==> src/rtl/rx_filtered_samples_reader.sv <==
// rx_filtered_samples_reader: streams a modulo-512 window of the filtered-sample RAM
// to a valid/ready consumer, hiding the RAM read latency behind a 2-entry skid buffer.
module rx_filtered_samples_reader #(
    parameter int ADDR_W = 9,
    parameter int DATA_W = 16
) (
    input  logic              clk,
    input  logic              rx_rst_n,
    input  logic              start,
    input  logic [ADDR_W-1:0] start_addr,
    input  logic [ADDR_W:0]   length,
    input  logic              abort,
    output logic              ram_enb,
    output logic [ADDR_W-1:0] ram_addrb,
    input  logic [DATA_W-1:0] ram_dob,
    output logic [DATA_W-1:0] sample_out,
    output logic              sample_valid,
    input  logic              sample_ready,
    output logic              sample_last,
    output logic              busy,
    output logic              done
);
    localparam logic [ADDR_W:0] MAX_LEN = {1'b1, {ADDR_W{1'b0}}};
    localparam logic [ADDR_W:0] ONE     = {{ADDR_W{1'b0}}, 1'b1};

    typedef enum logic [1:0] {IDLE, READ, DRAIN, FIN} state_t;

    state_t            state_q, state_d;
    logic [ADDR_W-1:0] addr_q, addr_d;
    logic [ADDR_W:0]   rem_q, rem_d, len_sat;
    logic              in_flight_q, in_flight_d, fl_last_q, fl_last_d;
    logic [DATA_W:0]   buf_q [2];
    logic [DATA_W:0]   buf_d [2];
    logic              rd_q, rd_d, wr_q, wr_d;
    logic [1:0]        cnt_q, cnt_d;
    logic              issue, push, pop, abort_ok;

    assign len_sat  = (length > MAX_LEN) ? MAX_LEN : length;
    assign push     = in_flight_q;
    assign pop      = sample_valid & sample_ready;
    assign abort_ok = abort & (state_q == READ || state_q == DRAIN);
    // Issue only while buffered + in-flight after this cycle's pop stays below 2.
    assign issue    = (state_q == READ) &&
                      (({1'b0, cnt_q} + {2'b00, in_flight_q}) < (3'd2 + {2'b00, pop}));

    assign ram_enb      = issue;
    assign ram_addrb    = addr_q;
    assign sample_valid = cnt_q != 2'd0;
    assign sample_out   = buf_q[rd_q][DATA_W-1:0];
    assign sample_last  = sample_valid & buf_q[rd_q][DATA_W];
    assign busy         = state_q != IDLE;
    assign done         = state_q == FIN;

    always_comb begin
        state_d     = state_q;
        addr_d      = issue ? addr_q + 1'b1 : addr_q;
        rem_d       = issue ? rem_q - 1'b1 : rem_q;
        buf_d       = buf_q;
        rd_d        = rd_q ^ pop;
        wr_d        = wr_q ^ push;
        cnt_d       = cnt_q + {1'b0, push} - {1'b0, pop};
        in_flight_d = issue;
        fl_last_d   = issue && rem_q == ONE;
        if (push)
            buf_d[wr_q] = {fl_last_q, ram_dob};
        case (state_q)
            // An empty window passes through DRAIN so done lands two cycles after start.
            IDLE: if (start) begin
                addr_d  = start_addr;
                rem_d   = len_sat;
                state_d = (len_sat == '0) ? DRAIN : READ;
            end
            READ:    if (issue && rem_q == ONE) state_d = DRAIN;
            DRAIN:   if (cnt_d == 2'd0) state_d = FIN;
            default: state_d = IDLE;
        endcase
        if (abort_ok) begin
            state_d     = IDLE;
            cnt_d       = 2'd0;
            rd_d        = 1'b0;
            wr_d        = 1'b0;
            in_flight_d = 1'b0;
            fl_last_d   = 1'b0;
        end
    end

    always_ff @(posedge clk or negedge rx_rst_n) begin
        if (!rx_rst_n) begin
            state_q     <= IDLE;
            addr_q      <= '0;
            rem_q       <= '0;
            in_flight_q <= 1'b0;
            fl_last_q   <= 1'b0;
            buf_q[0]    <= '0;
            buf_q[1]    <= '0;
            rd_q        <= 1'b0;
            wr_q        <= 1'b0;
            cnt_q       <= 2'd0;
        end else begin
            state_q     <= state_d;
            addr_q      <= addr_d;
            rem_q       <= rem_d;
            in_flight_q <= in_flight_d;
            fl_last_q   <= fl_last_d;
            buf_q       <= buf_d;
            rd_q        <= rd_d;
            wr_q        <= wr_d;
            cnt_q       <= cnt_d;
        end
    end
endmodule

==> config.mk <==
export PLATFORM = sky130hd
export DESIGN_NAME = rx_filtered_samples_reader
export DESIGN_NICKNAME = d
export VERILOG_FILES = /design/src/rtl/rx_filtered_samples_reader.sv
export SDC_FILE = /design/constraint.sdc
export NUM_CORES = 1
export LEC_CHECK = 0
export ABC_AREA = 1
export CAP_MARGIN = 0
export CORE_MARGIN = 2
export CORE_UTILIZATION = 40
export CTS_BUF_LIST = sky130_fd_sc_hd__clkbuf_8
export DETAILED_ROUTE_END_ITERATION = 10
export GPL_TIMING_DRIVEN = 1
export PLACE_DENSITY_LB_ADDON = 0.3
export SYNTH_ARGS = -nofsm -noshare
export SYNTH_HDL_FRONTEND = slang
export SYNTH_SLANG_ARGS = --single-unit
==> constraint.sdc <==
create_clock -name clk -period 2.25 [get_ports clk]
set_input_delay 0.3375 -clock clk [delete_from_list [all_inputs] [get_ports clk]]
set_output_delay 0.3375 -clock clk [all_outputs]
set_load 0.02 [all_outputs]
==> flow_summary.json, run 1 <==
{
  "areaGrowthSynthToFinish_pct": 30.9,
  "cts_setup_buffers": 0,
  "first_pass_iters": 4,
  "core_area_sq_um": 8220,
  "setup_viol": 0,
  "wl_per_cell_um": 12.0,
  "synthArstFlopShare_pct": 100,
  "dp_hpwl_um": 5240,
  "power.density_nw_per_um2": 1460,
  "ios": 70,
  "grt_max_degree": 38,
  "p_int_mw": 3.80,
  "synthesis.area_sq_um": 3410,
  "fin_nets": 538,
  "crit_family": "adder cells",
  "synth_edf_count": 0,
  "cts_tree": "done",
  "endpoint_kind": "output port",
  "rsz0062_at_grt": "false",
  "via_count": 2820,
  "die_h_um": 96.3,
  "path_cells": "ha_1, ha_1, nand2_4, nand2_8, inv_8, dlygate4sd2_1",
  "timing.final.crit_period_ns": 2.16,
  "cts-htree-levels": 3,
  "hold_ws_ns": 0.0101,
  "p_sw_mw": 2.73,
  "cts_hold_buf": 0,
  "antenna_left": 0,
  "p_leak_nw": 2.14,
  "ys_seq_area_share_pct": 44.8,
  "clockRootBuffer": "clkbuf_8",
  "finalHoldViolCount": 0,
  "cp.depth": 6,
  "cp_max_fo": 4,
  "hold_path.class": "in -> async",
  "worstMarginPinSlew_ns": 0.606,
  "clkTransAtPathRegs_ns": 0.07,
  "drive_above_1_share_pct": 13.3,
  "cp_slowest_stage_delay_ns": 0.42,
  "crit_required_ns": 1.91,
  "drc": 0,
  "power.share.clock_pct": 16.4,
  "cap_viol_max_count": 0,
  "ctsLongestPathBuffers": 2,
  "crit_type": "reg -> out",
  "setup_slack_ns": 0.0935,
  "cp_slowest_cell": "dfrtp_1",
  "die_w_um": 96.3,
  "grt-ovfl-total": 0,
  "path_buf_inv": 2,
  "status": "complete, no violations",
  "grt_usage_pct": 16.4,
  "detail_route.vias_per_cell": 4.75,
  "maxSlewHeadroom_pct": 59.6,
  "cts_resized": 1,
  "cp_common_cell": "ha_1",
  "antenna_found_initial": 0,
  "dp_slack_ns": -0.0336,
  "die_area_sq_um": 9270,
  "grt_pass1_wl_um": 11800,
  "synth_cell_types": 35,
  "r2r_cells": 18,
  "fin_crit_sh_pct": 95.8,
  "rows": 33,
  "cts_buffers": 9,
  "diodes": 0,
  "startpoint_type": "flip-flop",
  "synthCells": 407,
  "synthFlopType": "dfrtp_1",
  "place.port_buffers": 69,
  "p_seq_share_pct": 30.1,
  "final_max_slew_viol_count": 0,
  "avgSynthCellArea_sq_um": 8.37,
  "synth_nets": 460,
  "ys_ff_latch": 61,
  "peakVddDrop_mv": 0.549,
  "comb_power_share_pct": 53.5,
  "wirelength_um": 7140,
  "numClockSinks": 61,
  "cp.arrival_ns": 1.82,
  "p_sw_share_pct": 41.8,
  "initial_core_util_pct": 41.5,
  "place.gp.congestion": 0.864,
  "fmax_mhz": 464,
  "clock_skew_ns": 0.00972,
  "drtIter0Drc": 70,
  "grt_pass1_vias": 2657,
  "yosysWarnings": 0,
  "clock_latency_ns": 0.33
}
## logic make-up (layout without fill, tap and decap cells)
family                   Yosys count  count (layout)  synth area share (%)
AO/OA/AOI/OAI                     59              59                  9.40
XOR/XNOR                          15              15                  3.86
adder cells (fa/ha/maj)           13              13                  4.77
buffers and inverters             76             158                  9.29
flip-flops                        61              61                  44.8
multiplexers                      17              17                  5.62
AND/OR/NAND/NOR                  166             166                  22.3
## registers in the layout (all words and copies together) (netlist names)
register     cells
buf_q           34
fl_last_q        1
rem_q           10
rd_q             1
state_q          2
wr_q             1
cnt_q            2
ram_addrb        9
in_flight_q      1
## path summary, 6_finish.rpt
| check | slack, ns | start | end |
|---|---|---|---|
| worst max register to register | 0.24 | cnt_q[1] | state_q[0] |
| min in group clk | 0.49 | fl_last_q | buf_q[33] |
| worst min-delay path | 0.01 | rx_rst_n | buf_q[19] |
| worst min register to register | 0.49 | fl_last_q | buf_q[33] |
| max in group asynchronous | 1.63 | rx_rst_n | buf_q[10] |
| worst max-delay path | 0.09 | in_flight_q | ram_enb |
## layout by cell type, fill, tap and decap left out, types with 2 or more instances in the layout
cell type / n
a21oi_1: 3
buf_4: 8
bufinv_16: 2
clkbuf_8: 10
clkdlybuf4s50_1: 66
clkinv_2: 3
dfrtp_1: 61
ha_1: 13
inv_1: 61
inv_2: 2
mux2_2: 17
nand2_1: 104
nand2_4: 2
nand3_1: 15
nand3_2: 3
nand4_1: 5
nor2_1: 24
nor2_2: 4
o211ai_2: 2
o21ai_0: 36
o21ai_1: 14
or2_2: 2
xnor2_1: 4
xor2_1: 11
## worst reg2reg max path: cells and delay by family (launching register included)
family	cells	cell delay, ns
adder cells (fa/ha/maj)	2	0.44
flip-flops	1	0.41
AND/OR/NAND/NOR	12	0.83
buffers and inverters	4	0.23
## cells in the mapped netlist, drive strengths merged (3+ instances only)
cell | instances | area [sq um]
nand4 | 5 | 31.3
xor2 | 11 | 96.3
nand3 | 18 | 105
xnor2 | 4 | 35.0
clkbuf | 6 | 22.5
mux2 | 17 | 191
ha | 13 | 163
o21ai | 51 | 259
inv | 64 | 248
nor2 | 30 | 146
buf | 6 | 46.3
nand2 | 107 | 433
dfrtp | 61 | 1530
a21oi | 3 | 15.0
## per-layer routing
layer  routed length (um)  share of wire [%]  vias up  track usage (%)
met2                 3370                 47       71             27.4
li1                     -                  -     1438                -
met4                   74                1.0        0             5.16
met5                    0                  0        -                0
met3                  373                5.2        7             3.29
met1                 3330                 47     1304             21.3
## metrics by stage
stage	cells	area [sq um]	util, %	power, mW	TNS, ns
after floorplan	407	3410	-	4.32	0
after global placement	579	4240	51.6	5.42	0
after detailed placement	579	4240	51.6	5.52	-0.0668
after CTS	594	4450	54.2	6.60	0
after global routing	594	4460	54.3	7.09	0
final	594	4460	54.3	6.53	0
## power groups by stage
| stage | clock network, mW | registers [mW] | logic (mW) |
|---|---|---|---|
| after floorplan | 0 | 2.01 | 2.31 |
| after global placement | 0 | 1.97 | 3.45 |
| after detailed placement | 0 | 1.98 | 3.54 |
| after CTS | 1.10 | 1.97 | 3.54 |
| after global routing | 1.15 | 2.03 | 3.92 |
| final | 1.07 | 1.96 | 3.49 |
## area by class of cell
| cell class | count | area, sq um |
|---|---|---|
| Clock inverter | 5 | 75.1 |
| Fill cell | 777 | 3760 |
| Sequential cell | 61 | 1530 |
| Inverter | 64 | 248 |
| Timing Repair Buffer | 79 | 778 |
| Multi-Input combinational cell | 270 | 1560 |
| Clock buffer | 10 | 138 |
| Tap cell | 105 | 131 |
(Power assumes the default switching activity.)
==> inputs of run 2 (changes only) <==
CELL_PAD_IN_SITES_DETAIL_PLACEMENT = 1   (was not set)
CELL_PAD_IN_SITES_GLOBAL_PLACEMENT = 1   (was not set)
CORE_UTILIZATION = 39   (was 40)
SLEW_MARGIN = 20   (was not set)
==> flow_summary.json, run 2 (synthesized netlist as in run 1, its figures left out) <==
{
  "cp.arrival_ns": 1.84,
  "drc": 0,
  "setup_tns_ns": 0,
  "cap_viol_max_count": 0,
  "final_max_slew_viol_count": 0,
  "via_count": 2868,
  "grt-ovfl-total": 0,
  "status": "complete, no violations",
  "antenna_found_initial": 0,
  "setup_viol": 0,
  "grt_pass1_wl_um": 14600,
  "cts_tree": "done",
  "clockRootBuffer": "clkbuf_8",
  "detail_route.vias_per_cell": 4.78,
  "fmax_mhz": 459,
  "final_area_sq_um": 4520,
  "total_power_mw": 6.80,
  "dp_hpwl_um": 6120,
  "drtIter0Drc": 53,
  "stdcell_count": 600,
  "final_cell_mix": "103 x nand2_1, 67 x clkdlybuf4s50_1, 61 x inv_1, 61 x dfrtp_1, 36 x o21ai_0",
  "hold_path.class": "reg -> reg",
  "power.density_nw_per_um2": 1500,
  "grt_usage_pct": 18.8,
  "peakVddDrop_mv": 0.584,
  "rows": 34,
  "die_w_um": 97.5,
  "max_flop_register": "buf_q",
  "cts_setup_buffers": 0,
  "die_h_um": 97.5,
  "place_area_sq_um": 4250,
  "p_leak_nw": 2.15,
  "clkTransAtPathRegs_ns": 0.07,
  "grt_max_degree": 35,
  "ios": 70,
  "grt_pass1_vias": 3183,
  "first_pass_iters": 4,
  "initial_core_util_pct": 39.6,
  "startpoint_type": "flip-flop",
  "clock_skew_ns": 0.00524,
  "wirelength_um": 8300,
  "diodes": 0,
  "layout_commonest_cell": "nand2_1",
  "post-place-cells": 583,
  "cp_max_fo": 4,
  "worstMarginPinSlew_ns": 0.522,
  "crit_required_ns": 1.91,
  "fin_nets": 540,
  "utilization_pct": 52.7,
  "ctsLongestPathBuffers": 2,
  "clock_latency_ns": 0.34,
  "crit_type": "reg -> out",
  "place.port_buffers": 69,
  "timing.final.crit_period_ns": 2.18,
  "endpoint_kind": "output port",
  "antenna_left": 0,
  "drive_above_1_share_pct": 14.0,
  "numClockSinks": 61,
  "areaGrowthSynthToFinish_pct": 32.8,
  "wl_per_cell_um": 13.8,
  "cts_buffers": 9,
  "die_area_sq_um": 9500,
  "largest_reg_flops": 34,
  "fin_crit_sh_pct": 96.9,
  "place.gp.congestion": 0.861,
  "maxSlewHeadroom_pct": 65.2,
  "rsz0062_at_grt": "false",
  "core_area_sq_um": 8590,
  "finalHoldViolCount": 0,
  "cts-htree-levels": 3
}
-- run 2: final cells by class --
class	instances	area, sq um
clock buffer	10	138
clock inverter	6	110
fill	1036	4070
inverter	64	248
multi-input combinational	270	1570
sequential	61	1530
tap	108	135
timing repair buffer	81	793
-- run 2: worst max-delay path: stages (launching register included) --
cell and delay (ns):
dfrtp_1 0.43, ha_1 0.22, ha_1 0.31, nand2_4 0.11
nand2_8 0.07, inv_8 0.05, dlygate4sd2_1 0.32
-- run 2: routing by layer --
layer	vias up	GRT usage, %	share of wire [%]
li1	1443	-	-
met3	4	3.67	3.1
met1	1372	22.7	44
met2	49	33.6	52
met5	-	0	0
met4	0	5.98	0.78
-- run 2: what timing repair did --
action                     in CTS  in global routing
cloned                          0                  0
setup endpoints to repair       1                  3
hold endpoints to repair       19                  0
pin swaps                       0                  2
hold buffers                    1                  0
gates resized for setup         1                  4
-- run 2: path summary, 6_finish.rpt --
kind	endpoint	slack, ns	depth (start not counted)	start
hold / removal	buf_q[33]	0.49	2	fl_last_q
max in group asynchronous	buf_q[3]	1.14	3	rx_rst_n
setup / recovery	ram_enb	0.07	6	in_flight_q
min in group asynchronous	buf_q[11]	0.51	2	rx_rst_n
hold reg to reg	buf_q[33]	0.49	2	fl_last_q
setup reg to reg	state_q[0]	0.20	18	cnt_q[1]
-- run 2: metrics by stage --
| step | hold WS, ns | setup WS, ns |
|---|---|---|
| floorplan | 0.0419 | 0.332 |
| global placement | 0.337 | 0.0212 |
| detailed placement | 0.349 | -0.0765 |
| CTS | 0.492 | 0.0330 |
| global route | 0.527 | 0.00438 |
| finish | 0.489 | 0.0708 |
-- run 2: power breakdown --
part           switching [mW]  leakage [nW]  total [mW]  internal (mW)
combinational            2.04          1.28        3.60           1.56
clock                   0.448         0.119        1.21          0.764
sequential              0.369         0.750        1.99           1.62
total                    2.85          2.15        6.80           3.94
==> inputs of run 3 (changes only) <==
--- a/config.mk
+++ b/config.mk
@@ -17,2 +17,3 @@
 export PLACE_DENSITY_LB_ADDON = 0.3
+export REMOVE_ABC_BUFFERS = 1
 export SLEW_MARGIN = 20
==> constraint.sdc (replaced) <==
create_clock -name clk -period 2.4 [get_ports clk]
set_input_delay 0.36 -clock clk [delete_from_list [all_inputs] [get_ports clk]]
set_output_delay 0.36 -clock clk [all_outputs]
set_load 0.1 [all_outputs]
==> flow_summary.json, run 3 (synthesized netlist as in run 1, its figures left out) <==
{
  "status": "complete, no violations",
  "cts_setup_buffers": 0,
  "die_h_um": 97.5,
  "cts-htree-levels": 3,
  "detail_route.vias_per_cell": 4.96,
  "max_flop_register": "buf_q",
  "die_area_sq_um": 9500,
  "areaGrowthSynthToFinish_pct": 34.6,
  "diodes": 0,
  "grt_usage_pct": 19.5,
  "antenna_left": 0,
  "numClockSinks": 61,
  "hold_path.class": "in -> async",
  "ctsLongestPathBuffers": 2,
  "via_count": 2944,
  "crit_type": "reg -> out",
  "r2r_cells": 18,
  "routed.top_layer": "met4",
  "endpoint_kind": "output port",
  "wl_per_cell_um": 14.6,
  "cts_resized": 0,
  "setup_tns_ns": 0,
  "rrSetupSlack_ns": 0.30,
  "drc": 0,
  "timing.final.crit_period_ns": 2.27,
  "wirelength_um": 8660,
  "rsz0062_at_grt": "false",
  "rows": 34,
  "cp_max_fo": 18,
  "cp_common_cell": "ha_1",
  "route.met3.wl_um": 351,
  "initial_core_util_pct": 39.6,
  "wl_met1_um": 3740,
  "core_area_sq_um": 8590,
  "ios": 70,
  "path_cells": "ha_1, ha_1, nor2_8, nand2_8, inv_8, buf_12",
  "place.gp.congestion": 0.835,
  "drtIter0Drc": 68,
  "first_pass_iters": 4,
  "antenna_found_initial": 0,
  "met2_wirelength_um": 4390,
  "r2r-end": "state_q[1]",
  "cp_slowest_stage_delay_ns": 0.44,
  "crit_required_ns": 2.04,
  "clkTransAtPathRegs_ns": 0.07,
  "finalHoldViolCount": 0,
  "grt-ovfl-total": 0,
  "final_max_slew_viol_count": 0,
  "grt_max_degree": 62,
  "cts_buffers": 9,
  "worstMarginPinSlew_ns": 0.789,
  "drive_above_1_share_pct": 18.8,
  "largest_reg_flops": 34,
  "fmax_mhz": 440,
  "place.port_buffers": 69,
  "fin_crit_sh_pct": 94.8,
  "clock_skew_ns": 0.00705,
  "grt_pass1_vias": 3240,
  "r2r-start": "cnt_q[1]",
  "setup_viol": 0,
  "cts_hold_buf": 0,
  "final_cell_mix": "104 x nand2_1, 61 x inv_1, 61 x dfrtp_1",
  "dp_hpwl_um": 6100,
  "layout_commonest_cell": "nand2_1",
  "grt_pass1_wl_um": 15000,
  "startpoint_type": "flip-flop",
  "n_fill_cell": 1024,
  "cp_slowest_cell": "dfrtp_1",
  "clock_latency_ns": 0.34,
  "fin_nets": 534,
  "cap_viol_max_count": 0,
  "cts_tree": "done",
  "die_w_um": 97.5,
  "cp.arrival_ns": 1.91,
  "clockRootBuffer": "clkbuf_8",
  "maxSlewHeadroom_pct": 47.4
}
-- run 3: cell count changes in the layout (fill, tap and decap cells not counted), sizes merged --
cell | before | now
dlygate4sd2 | 1 | 0
dlygate4sd3 | 1 | 0
clkdlybuf4s50 | 67 | 38
clkbuf | 10 | 12
clkinvlp | 2 | 1
bufinv | 3 | 2
buf | 12 | 37
clkinv | 1 | 0
-- run 3: metal layers --
| layer | vias up | track usage, % |
|---|---|---|
| met3 | 15 | 4.39 |
| li1 | 1424 | - |
| met5 | - | 0 |
| met2 | 70 | 33.5 |
| met1 | 1435 | 23.4 |
| met4 | 0 | 8.23 |
-- run 3: final cells by class --
cell class	count	area (sq um)	area share [%]
repair buffers	75	881	19.2
well taps	108	135	2.95
clock inverters	3	67.6	1.47
multi-input cells	270	1560	34.1
flip-flops and latches	61	1530	33.3
inverters	64	248	5.40
clock buffers	12	165	3.60
-- run 3: worst max-delay path by stage --
| stage | cells after the start | endpoint | start | slack, ns |
|---|---|---|---|---|
| after floorplan | 1 | sample_out[0] | rd_q | -0.77 |
| after global placement | 17 | state_q[1] | sample_ready | 0.16 |
| after detailed placement | 17 | state_q[1] | sample_ready | 0.006 |
| after CTS | 6 | ram_enb | in_flight_q | 0.1 |
| after global routing | 18 | state_q[1] | cnt_q[1] | 0.05 |
| final | 6 | ram_enb | in_flight_q | 0.13 |
-- run 3: per-stage QoR --
stage                     util [%]  setup WS [ns]  instances  hold WS, ns  area, sq um
final                         53.4          0.125        593        0.176         4590
after floorplan                  -         -0.771        395       0.0644         3340
after global placement        50.7          0.156        578        0.462         4350
after CTS                     53.4         0.0996        593        0.210         4590
after global routing          53.4         0.0524        593        0.257         4590
after detailed placement      50.7        0.00641        578        0.498         4350
-- run 3: worst max-delay path, delay by kind of cell (launching register included) --
family                     cells  cell delay (ns)
adders and majority gates      2             0.48
DFF                            1             0.44
buffers and inverters          2             0.35
and+or+nand+nor                2             0.30
Power of run 3 is not shown: default switching activity piles up to over one toggle a cycle in this logic, so the estimate is an artifact.
